## config.mk

```make
export PLATFORM = sky130hd
export DESIGN_NAME = alu_operand_loader_flat
export DESIGN_NICKNAME = d
export VERILOG_FILES = /design/src/rtl/alu_operand_loader_if.sv /design/src/rtl/alu_operand_loader.sv /design/src/flat_wrapper.sv
export SDC_FILE = /design/constraint.sdc
export NUM_CORES = 1
export LEC_CHECK = 0
export CAP_MARGIN = 25
export CORE_UTILIZATION = 45
export CTS_CLUSTER_SIZE = 25
export DETAILED_ROUTE_END_ITERATION = 10
export GPL_TIMING_DRIVEN = 0
export HOLD_SLACK_MARGIN = 0.02
export PLACE_DENSITY = 0.89
export SKIP_LAST_GASP = 1
export SYNTH_ARGS = -nofsm -noshare
export SYNTH_HDL_FRONTEND = slang
export SYNTH_SLANG_ARGS = --single-unit
export TNS_END_PERCENT = 10
```

## constraint.sdc

```tcl
create_clock -name i_clk -period 2.12 [get_ports i_clk]
set_input_delay 0.318 -clock i_clk [delete_from_list [all_inputs] [get_ports i_clk]]
set_output_delay 0.318 -clock i_clk [all_outputs]
set_load 0.005 [all_outputs]
```

## src/rtl/alu_operand_loader_if.sv

```systemverilog
// Operand-loader bus: upstream valid/ready word handshake plus the A/B/en outputs
// that feed the downstream ALU operand-enable gate.
interface alu_operand_loader_if #(
    parameter int unsigned WIDTH = 4
);
    logic             in_valid;
    logic [WIDTH-1:0] in_data;
    logic             in_ready;
    logic [WIDTH-1:0] a;
    logic [WIDTH-1:0] b;
    logic             en;

    // Master supplies words and consumes the operand pair; slave is the loader.
    modport master (
        output in_valid,
        output in_data,
        input  in_ready,
        input  a,
        input  b,
        input  en
    );

    modport slave (
        input  in_valid,
        input  in_data,
        output in_ready,
        output a,
        output b,
        output en
    );
endinterface

```

## src/rtl/alu_operand_loader.sv

```systemverilog
// Captures two handshaked words as A then B and issues the pair with en high for HOLD cycles.
// Optional LOAD_B abort timer enabled by defining ALU_OPERAND_LOADER_TIMEOUT_EN.
module alu_operand_loader #(
    parameter int unsigned WIDTH   = 4,
    parameter int unsigned HOLD    = 2,
    parameter int unsigned TIMEOUT = 8
) (
    input  logic                 i_clk,
    input  logic                 i_rst,
    alu_operand_loader_if.slave  bus,
    output logic                 o_busy,
    output logic [3:0]           o_pair_count,
    output logic                 o_timeout_err
);

`ifdef ALU_OPERAND_LOADER_TIMEOUT_EN
    localparam bit TmoEn = 1'b1;
`else
    localparam bit TmoEn = 1'b0;
`endif

    localparam logic [3:0] HoldLast = 4'(HOLD - 1);
    localparam logic [7:0] TmoLast  = 8'(TIMEOUT - 1);

    typedef enum logic [1:0] {
        StLoadA = 2'd0,
        StLoadB = 2'd1,
        StIssue = 2'd2
    } state_e;

    state_e           r_state;
    state_e           w_state_next;
    logic [WIDTH-1:0] r_a;
    logic [WIDTH-1:0] r_b;
    logic [3:0]       r_hold;
    logic [3:0]       r_pair_count;
    logic [7:0]       r_tmo;
    logic             r_timeout_err;
    logic             w_ready;
    logic             w_xfer;
    logic             w_tmo_expire;

    // Outputs decode registered state only, so en cannot glitch on input activity.
    assign w_ready       = (r_state != StIssue);
    assign w_xfer        = bus.in_valid && w_ready;
    assign bus.in_ready  = w_ready;
    assign bus.en        = (r_state == StIssue);
    assign bus.a         = r_a;
    assign bus.b         = r_b;
    assign o_busy        = (r_state != StLoadA);
    assign o_pair_count  = r_pair_count;
    assign o_timeout_err = r_timeout_err;

    always_comb begin
        w_state_next = r_state;
        w_tmo_expire = 1'b0;
        unique case (r_state)
            StLoadA: begin
                if (w_xfer) w_state_next = StLoadB;
            end
            StLoadB: begin
                if (w_xfer) begin
                    w_state_next = StIssue;
                end else if (TmoEn && (r_tmo == TmoLast)) begin
                    w_state_next = StLoadA;
                    w_tmo_expire = 1'b1;
                end
            end
            StIssue: begin
                if (r_hold == 4'd0) w_state_next = StLoadA;
            end
            default: w_state_next = StLoadA;
        endcase
    end

    always_ff @(posedge i_clk) begin
        if (i_rst) begin
            r_state       <= StLoadA;
            r_a           <= '0;
            r_b           <= '0;
            r_hold        <= '0;
            r_pair_count  <= '0;
            r_tmo         <= '0;
            r_timeout_err <= 1'b0;
        end else begin
            r_state       <= w_state_next;
            r_timeout_err <= w_tmo_expire;
            if ((r_state == StLoadA) && w_xfer) r_a <= bus.in_data;
            if ((r_state == StLoadB) && w_xfer) begin
                r_b    <= bus.in_data;
                r_hold <= HoldLast;
            end
            if (r_state == StIssue) begin
                if (r_hold == 4'd0) r_pair_count <= r_pair_count + 4'd1;
                else                r_hold       <= r_hold - 4'd1;
            end
            // Counter is zero whenever LOAD_B is entered because it clears outside LOAD_B.
            if (!TmoEn || (r_state != StLoadB)) r_tmo <= '0;
            else if (!w_xfer)                   r_tmo <= r_tmo + 8'd1;
        end
    end

endmodule

```

## src/flat_wrapper.sv

```systemverilog
// flat-port wrapper written by rule: the top's interface ports become plain ports
module alu_operand_loader_flat 
#(
    parameter int unsigned WIDTH   = 4,
    parameter int unsigned HOLD    = 2,
    parameter int unsigned TIMEOUT = 8
)
  (i_clk, i_rst, o_busy, o_pair_count, o_timeout_err, bus_in_valid, bus_in_data, bus_in_ready, bus_a, bus_b, bus_en);
  alu_operand_loader_if #(.WIDTH(WIDTH)) bus_i ();
  input  logic i_clk;
  input  logic i_rst;
  output logic o_busy;
  output logic [3:0] o_pair_count;
  output logic o_timeout_err;
  input wire logic [$bits(bus_i.in_valid)-1:0] bus_in_valid;
  input wire logic [$bits(bus_i.in_data)-1:0] bus_in_data;
  output wire logic [$bits(bus_i.in_ready)-1:0] bus_in_ready;
  output wire logic [$bits(bus_i.a)-1:0] bus_a;
  output wire logic [$bits(bus_i.b)-1:0] bus_b;
  output wire logic [$bits(bus_i.en)-1:0] bus_en;
  assign bus_i.in_valid = bus_in_valid;
  assign bus_i.in_data = bus_in_data;
  assign bus_in_ready = bus_i.in_ready;
  assign bus_a = bus_i.a;
  assign bus_b = bus_i.b;
  assign bus_en = bus_i.en;
  alu_operand_loader #(.WIDTH(WIDTH), .HOLD(HOLD), .TIMEOUT(TIMEOUT)) u_core (.i_clk(i_clk), .i_rst(i_rst), .bus(bus_i), .o_busy(o_busy), .o_pair_count(o_pair_count), .o_timeout_err(o_timeout_err));
endmodule
```

======== Word-level counts from Yosys, hierarchy flattened ========
Index checks and enable logic that the tools add are counted.
word-level totals
  memories ................................ 0
  output and inout bits ................... 16
  logic and storage cells ................. 28
  ROM bits ................................ 0
  register bits ........................... 18
  latch bits .............................. 0
  bits in writable memories ............... 0
  input port bits ......................... 7
operators by class
  shifts and indexed selects .............. 0
  muxes and demuxes ....................... 7
  multipliers ............................. 0
  order comparisons ....................... 0
  bitwise logic cells ..................... 0
  add/subtract/negate cells ............... 2
  div/mod/pow operators ................... 0
  reduce and logical (&&, ||, !) cells .... 8
  equal/unequal tests ..................... 6
operator list
  operator                                                            number
  4-bit 2-to-1 mux                                                    3
  2-bit 2-to-1 mux                                                    3
  2-bit by 1-bit != test with 1-bit output, second input constant     3
  2-bit one-hot mux with 3 select lines                               1
  4-bit by 1-bit adder with 4-bit output, second input constant       1
  4-bit zero test                                                     1
  4-bit by 1-bit subtractor with 4-bit output, second input constant  1
  1-bit logical AND                                                   3
  3-bit AND reduction                                                 1
  2-bit by 1-bit == test with 1-bit output, second input constant     1
  2-bit == test, second input constant                                1
  2-bit zero test                                                     1
  2-bit != test, second input constant                                1
  2-bit AND reduction                                                 1
  2-bit nonzero test                                                  1

======== Longest topological paths before layout ========
Gate-level depths: netlist of the first run.
  depth after elaboration ................. 6
  gate-level depth with buffers ........... 6
  depth with buffers taken out ............ 5

======== Worst setup path after synthesis of the first run ========
Ideal clock, no wire load.
  path kind ............................... register to register
  start ................................... register u_core.r_hold[0]
  end ..................................... register u_core.r_pair_count[3] (netlist: u_core.o_pair_count[3])
  setup slack ............................. 0.532 ns
  clock period less this slack ............ 1.588 ns
  buffers on the path ..................... 0
  stages on the path, launching flop included .. 6
  arrival time ............................ 1.518 ns
  required time ........................... 2.050 ns
  cell sequence ........................... dfxtp_1 -> inv_1 -> ha_1 -> or3b_4 -> or4_1 -> a21oi_1
on the way
  word-level cells in the longest chain between the ends .. 2
ends and longest elaborated chain
  item                           line                      text
  from (decl)                    alu_operand_loader.sv:35  logic [3:0] r_hold;
  from (signal assigned)         alu_operand_loader.sv:91  r_hold <= HoldLast;
  from (signal assigned)         alu_operand_loader.sv:95  else r_hold <= r_hold - 4'd1;
  4-bit zero test                alu_operand_loader.sv:94  if (r_hold == 4'd0) r_pair_count <= r_pair_count + 4'd1;
  2-bit AND reduction (no line)  --
  to (signal assigned)           alu_operand_loader.sv:94
  to (decl)                      alu_operand_loader.sv:36  logic [3:0] r_pair_count;
No other way between the ends.
A chain may end at the register's enable or synchronous reset.

======== Worst setup path after layout of the first run ========
  start ................................... register u_core.r_state[1]
  end ..................................... output port bus_in_ready
on the way
  word-level cells in the longest chain between the ends .. 1
ends and longest elaborated chain
  item                    line                      text
  from (decl)             alu_operand_loader.sv:31  state_e r_state;
  from (signal assigned)  alu_operand_loader.sv:78  r_state <= StLoadA;
  from (signal assigned)  alu_operand_loader.sv:86  r_state <= w_state_next;
  2-bit != test           alu_operand_loader.sv:44  assign w_ready = (r_state != StIssue);
  to (decl)               flat_wrapper.sv:17        output wire logic [$bits(bus_i.in_ready)-1:0] bus_in_ready;
No other way between the ends.

==> flow_summary.ini, run 1 <==
[routing]
ant_nets = 0
wl_per_cell_microns = 13.2
first_pass_iters = 3
vias = 674
first_iter_violations = 9
drc = 0
routed_via_density = 5.52
drt_wl_total_microns = 1610

[timing]
worst_slew_pin_slew_ns = 0.550
slew_violations = 0
fin_crit_sh_pct = 91.8
holdWs_ns = 0.492
post-route-worst-setup-slack_ns = 0.175
skew_ns = 0.00170
fmax_mhz = 514
hold_violations = 0
fin_crit_ns = 1.95
grt_setup_unrepaired = no
tns_ns = 0
finalSetupViolCount = 0
slew_headroom_pct = 63.2

[layout]
stdcell_count = 122
seq_area_sq_um = 362
final_core_util_pct = 66.3
nNetsFinal = 117
diodes = 0
multi_input_comb_area_sq_um = 384
fillerInstances = 110
design_area_sq_mm = 0.00103
drive_gt1_share_pct = 10.4
area_growth_pct = 31.7

[die]
die_y_microns = 43.8
io_pins = 23
dieArea_sq_mm = 0.00191
die_w_microns = 43.8
rows = 14
initial_utilization_pct = 50.3
core_area_sq_mm = 0.00156

[logic_synthesis]
ys_types = 31
ys_seq_area_share_pct = 45.9
synth_compound_area_share_pct = 10.4
synth_ff_type = dfxtp_1
synth.area.top_cells = dfxtp_1 (46%), mux2i_1 (11%), nor2_1 (4.8%), a21oi_1 (3.2%), ha_1 (3.2%)
syn_area_sq_um = 785
synth_top_area_share_pct = 45.9
synth-seq-cells = 18
syn_area_per_cell_sq_um = 9.45
synth.most_common_cell = dfxtp_1
ys.warnings.count = 0
syn_inst = 83
synth_nets = 92
synth_xor_area_share_pct = 1.12
synth-simple-area-share_pct = 20.9
synth_common_cells = dfxtp_1 (18), nor2_1 (10), mux2i_1 (9)
async_flop_share_pct = 0
synth_top_family_by_area = simple AND/OR/NAND/NOR gates
yosysTopAreaCell = dfxtp_1
synth_edf_count = 0
yosys.area_share.adder_pct = 3.19
synth.area.mux_share_pct = 12.9

[cts]
cts_buffers = 3
cts_max_level = 1
clk_path_buf_depth = 2
cts_tree = yes
clkTransAtPathRegs_ns = 0.10
cts_root_buf = clkbuf_4
cts.sinks = 18
clk_latency_ns = 0.29

[worst_setup_path]
timing.rr.start = u_core.r_hold[0]
cp-end-kind = output port
start_kind = flop
cp.required_ns = 1.80
r2r_end = u_core.o_pair_count[3]
cp.arrival_ns = 1.63
r2r_setup_slack_ns = 0.41
ff2ff_path_depth = 5
path_class = reg -> out
cp_max_fo = 11

[worst_hold_path]
whs_endpoint = u_core.o_pair_count[3]
hp-start = u_core.o_pair_count[3]
holdPathStages = 2
hp-class = reg -> reg

[placed_design]
port_buffers = 21
routabilityCongestion = 0.664
placedInstanceArea_sq_mm = 0.00101
dp_hpwl_microns = 1160
pre_cts_ws_ns = 0.300
dp.cells = 120

[global_route]
grt_pass1_wl_microns = 2770
antenna_found_initial = 0
grt_pass1_vias = 664
track_usage_pct = 19.4
grt_max_degree = 11
gr-total-overflow = 0

[pwr]
vdd_ir_drop_max_mv = 0.436
p_per_area_mw_per_mm2 = 624
p_leak_nw = 0.415
design_power_total_uw = 645

[run]
maxCapViolCount = 0

[run_status]
run_status = finished, final reports clean
[layout by cell type, fill, tap and decap left out, types with 2 or more instances in the layout]
master,instances
a21oi_1,5
clkbuf_4,3
clkdlybuf4s50_1,21
dfxtp_1,17
ha_1,2
inv_1,3
mux2i_1,9
nand3_1,3
nand3b_1,2
nor2_1,10
nor2b_1,3
o211ai_1,2
o21ai_0,4
or3_1,2
[per-layer routing]
metal	routed length [microns]	track usage [%]	share of wire [%]
met5	0	0	0
met4	24	10.0	1.5
met3	57	3.75	3.5
met2	826	31.6	51
met1	705	24.3	44
[flip-flops by register name, summed over array words and instances (netlist names)]
signal	cells
u_core.r_state	2
u_core.r_hold	4
u_core.bus.b	4
u_core.bus.a	4
u_core.o_pair_count	4
[worst max path at each step]
| stage | start | slack [ns] | depth (start not counted) | to |
|---|---|---|---|---|
| floorplan | u_core.r_hold[0] | 0.53 | 5 | u_core.o_pair_count[3] |
| global placement | i_rst | 0.36 | 4 | u_core.bus.b[0] |
| detailed placement | i_rst | 0.30 | 4 | u_core.bus.a[1] |
| CTS | u_core.r_state[0] | 0.08 | 5 | bus_in_ready |
| global route | u_core.r_state[1] | 0.07 | 4 | bus_in_ready |
| finish | u_core.r_state[1] | 0.17 | 4 | bus_in_ready |
[critical path, stage by stage, from the launching register on]
cell and delay (ns):
dfxtp_1 0.36, nor2b_1 0.14, buf_2 0.16, inv_2 0.15, clkdlybuf4s50_1 0.53
[final cells by class]
type,instances,area share (%)
plain buffers,4,1.94
clock buffers,3,2.18
inverters,4,1.45
multi-input cells,56,37.2
flip-flops and latches,18,35.0
well taps,16,1.94
repair buffers,21,20.3
[kinds of logic (layout without fill, tap and decap cells)]
logic type               count (synthesis)  in the layout
AND/OR/NAND/NOR                         28             28
flip-flops                              18             18
AO/OA/AOI/OAI                           14             14
multiplexers                            10             10
buffers and inverters                    9             32
adder cells (fa/ha/maj)                  2              2
other                                    1              1
XOR/XNOR                                 1              1
[power breakdown]
group	switching, mW	internal, mW
sequential	0.0127	0.354
combinational	0.0480	0.0638
clock	0.101	0.0661
total	0.161	0.484
[repair_timing]
action / 4_1_cts / 5_1_grt
hold buffers: 0 / 0
buffers inserted: 0 / 0
resized for setup: 0 / 1
setup endpoints to repair: 0 / 1
Note: power is estimated with default switching activity, not from simulation.
==> run 2, diff against run 1 <==
CORE_ASPECT_RATIO = 1.2   (was unset)
==> run 2 against run 1 <==
Fmax is 0.16% higher; critical path depth is the same; flip-flop and latch count stayed put; final cell count up 2.5%; power increased by 7.9%; worst hold slack got worse by 0.0027 ns; global-route usage up 0.57 points.
==> flow_summary.ini, run 2 (synthesis gave the netlist of run 1 again) <==
[worst_setup_path]
r2r_setup_slack_ns = 0.37
slowest_stage = clkdlybuf4s50_1
start_kind = flop
crit_chain = nor2b_1 -> buf_2 -> inv_2 -> clkdlybuf4s50_1
path_buf_inv = 3
crit_family = buffers and inverters
path_class = reg -> out
cp.required_ns = 1.80
crit_path_max_incr_delay_ns = 0.52
cp.arrival_ns = 1.62
cp-end-kind = output port
cp_max_fo = 11

[global_route]
grt_pass1_vias = 574
antenna_found_initial = 0
grt_pass1_wl_microns = 2550
grt_max_degree = 11
gr-total-overflow = 0
track_usage_pct = 20.0

[routing]
vias = 680
routed_via_density = 5.44
drt_wl_total_microns = 1600
ant_nets = 0
first_pass_iters = 5
first_iter_violations = 31
wl_per_cell_microns = 12.8
drc = 0

[cts]
cts_max_level = 1
cts_setup_buffers = 0
clk_latency_ns = 0.30
clk_path_buf_depth = 2
cts.sinks = 18
cts-hold-fix-buffers = 0
cts_tree = yes
cts_buffers = 3
clkTransAtPathRegs_ns = 0.11
cts_root_buf = clkbuf_4

[timing]
slew_violations = 0
fmax_mhz = 515
finalSetupViolCount = 0
hold_violations = 0
grt_setup_unrepaired = no
worst_slew_pin_slew_ns = 0.510
tns_ns = 0
fin_crit_sh_pct = 91.6
fin_crit_ns = 1.94
slew_headroom_pct = 65.9
post-route-worst-setup-slack_ns = 0.178
skew_ns = 0.000654

[placed_design]
pre_cts_ws_ns = 0.344
dp_hpwl_microns = 1160
port_buffers = 21
routabilityCongestion = 0.709
dp.cells = 122

[layout]
nNetsFinal = 117
layout_common_cells = clkdlybuf4s50_1 (21), dfxtp_1 (17), nor2_1 (10)
seq_area_sq_um = 362
diodes = 0
fillerInstances = 147
drive_gt1_share_pct = 11.2
multi_input_comb_area_sq_um = 384
stdcell_count = 125
area_growth_pct = 33.8
layout_commonest_cell = clkdlybuf4s50_1

[die]
die_w_microns = 40.1
die_y_microns = 47.7
io_pins = 23
core_area_sq_mm = 0.00164
rows = 16
dieArea_sq_mm = 0.00192
initial_utilization_pct = 47.8

[run]
maxCapViolCount = 0

[pwr]
vdd_ir_drop_max_mv = 0.566
p_leak_nw = 0.423
p_per_area_mw_per_mm2 = 663

[run_status]
run_status = finished, final reports clean

[worst_hold_path]
hp-class = reg -> reg
## run 2: tightest hold or removal path: cells and delay by family (launching register included)
family | cells | cell delay [ns]
DFF | 1 | 0.34
AOI/OAI and AO/OA | 2 | 0.12
## run 2: area by class of cell
class	instances	share of cell area (%)
plain buffers	4	1.91
flip-flops and latches	18	34.4
inverters	4	1.43
multi-input cells	56	36.6
clock buffers	4	3.46
well taps	18	2.15
repair buffers	21	20.0
## run 2: worst paths after layout
check,cells past startpoint,to,startpoint
max,4,bus_in_ready,u_core.r_state[1]
min,2,u_core.o_pair_count[3],u_core.o_pair_count[3]
max reg2reg,5,u_core.o_pair_count[3],u_core.r_hold[0]
min reg2reg,2,u_core.o_pair_count[3],u_core.o_pair_count[3]
## run 2: report_power, final
group	switching, mW	leakage (nW)	internal, mW	total, mW
registers	0.0122	0.147	0.354	0.366
clock network	0.114	0.0210	0.105	0.219
logic	0.0472	0.255	0.0638	0.111
total	0.174	0.423	0.522	0.696
## run 2: what timing repair did
item | in CTS | in global routing
gates resized for setup | 0 | 1
endpoints found under the hold margin | 0 | 0
endpoints found under the setup margin | 0 | 1
## run 2: layer usage
metal,part of all wire (%),vias up,global-route usage (%)
li1,-,336,-
met1,45,320,25.9
met2,49,18,31.0
met3,3.6,6,4.19
met4,2.2,0,10.3
met5,0,-,0
## run 2: stage by stage
stage | power (mW) | area (sq um) | hold slack (ns) | utilization (%)
floorplan | 0.431 | 785 | 0.460 | -
global placement | 0.480 | 1020 | 0.467 | 62.0
detailed placement | 0.485 | 1020 | 0.475 | 62.0
CTS | 0.696 | 1050 | 0.490 | 64.2
global route | 0.719 | 1050 | 0.521 | 63.9
finish | 0.696 | 1050 | 0.490 | 63.9
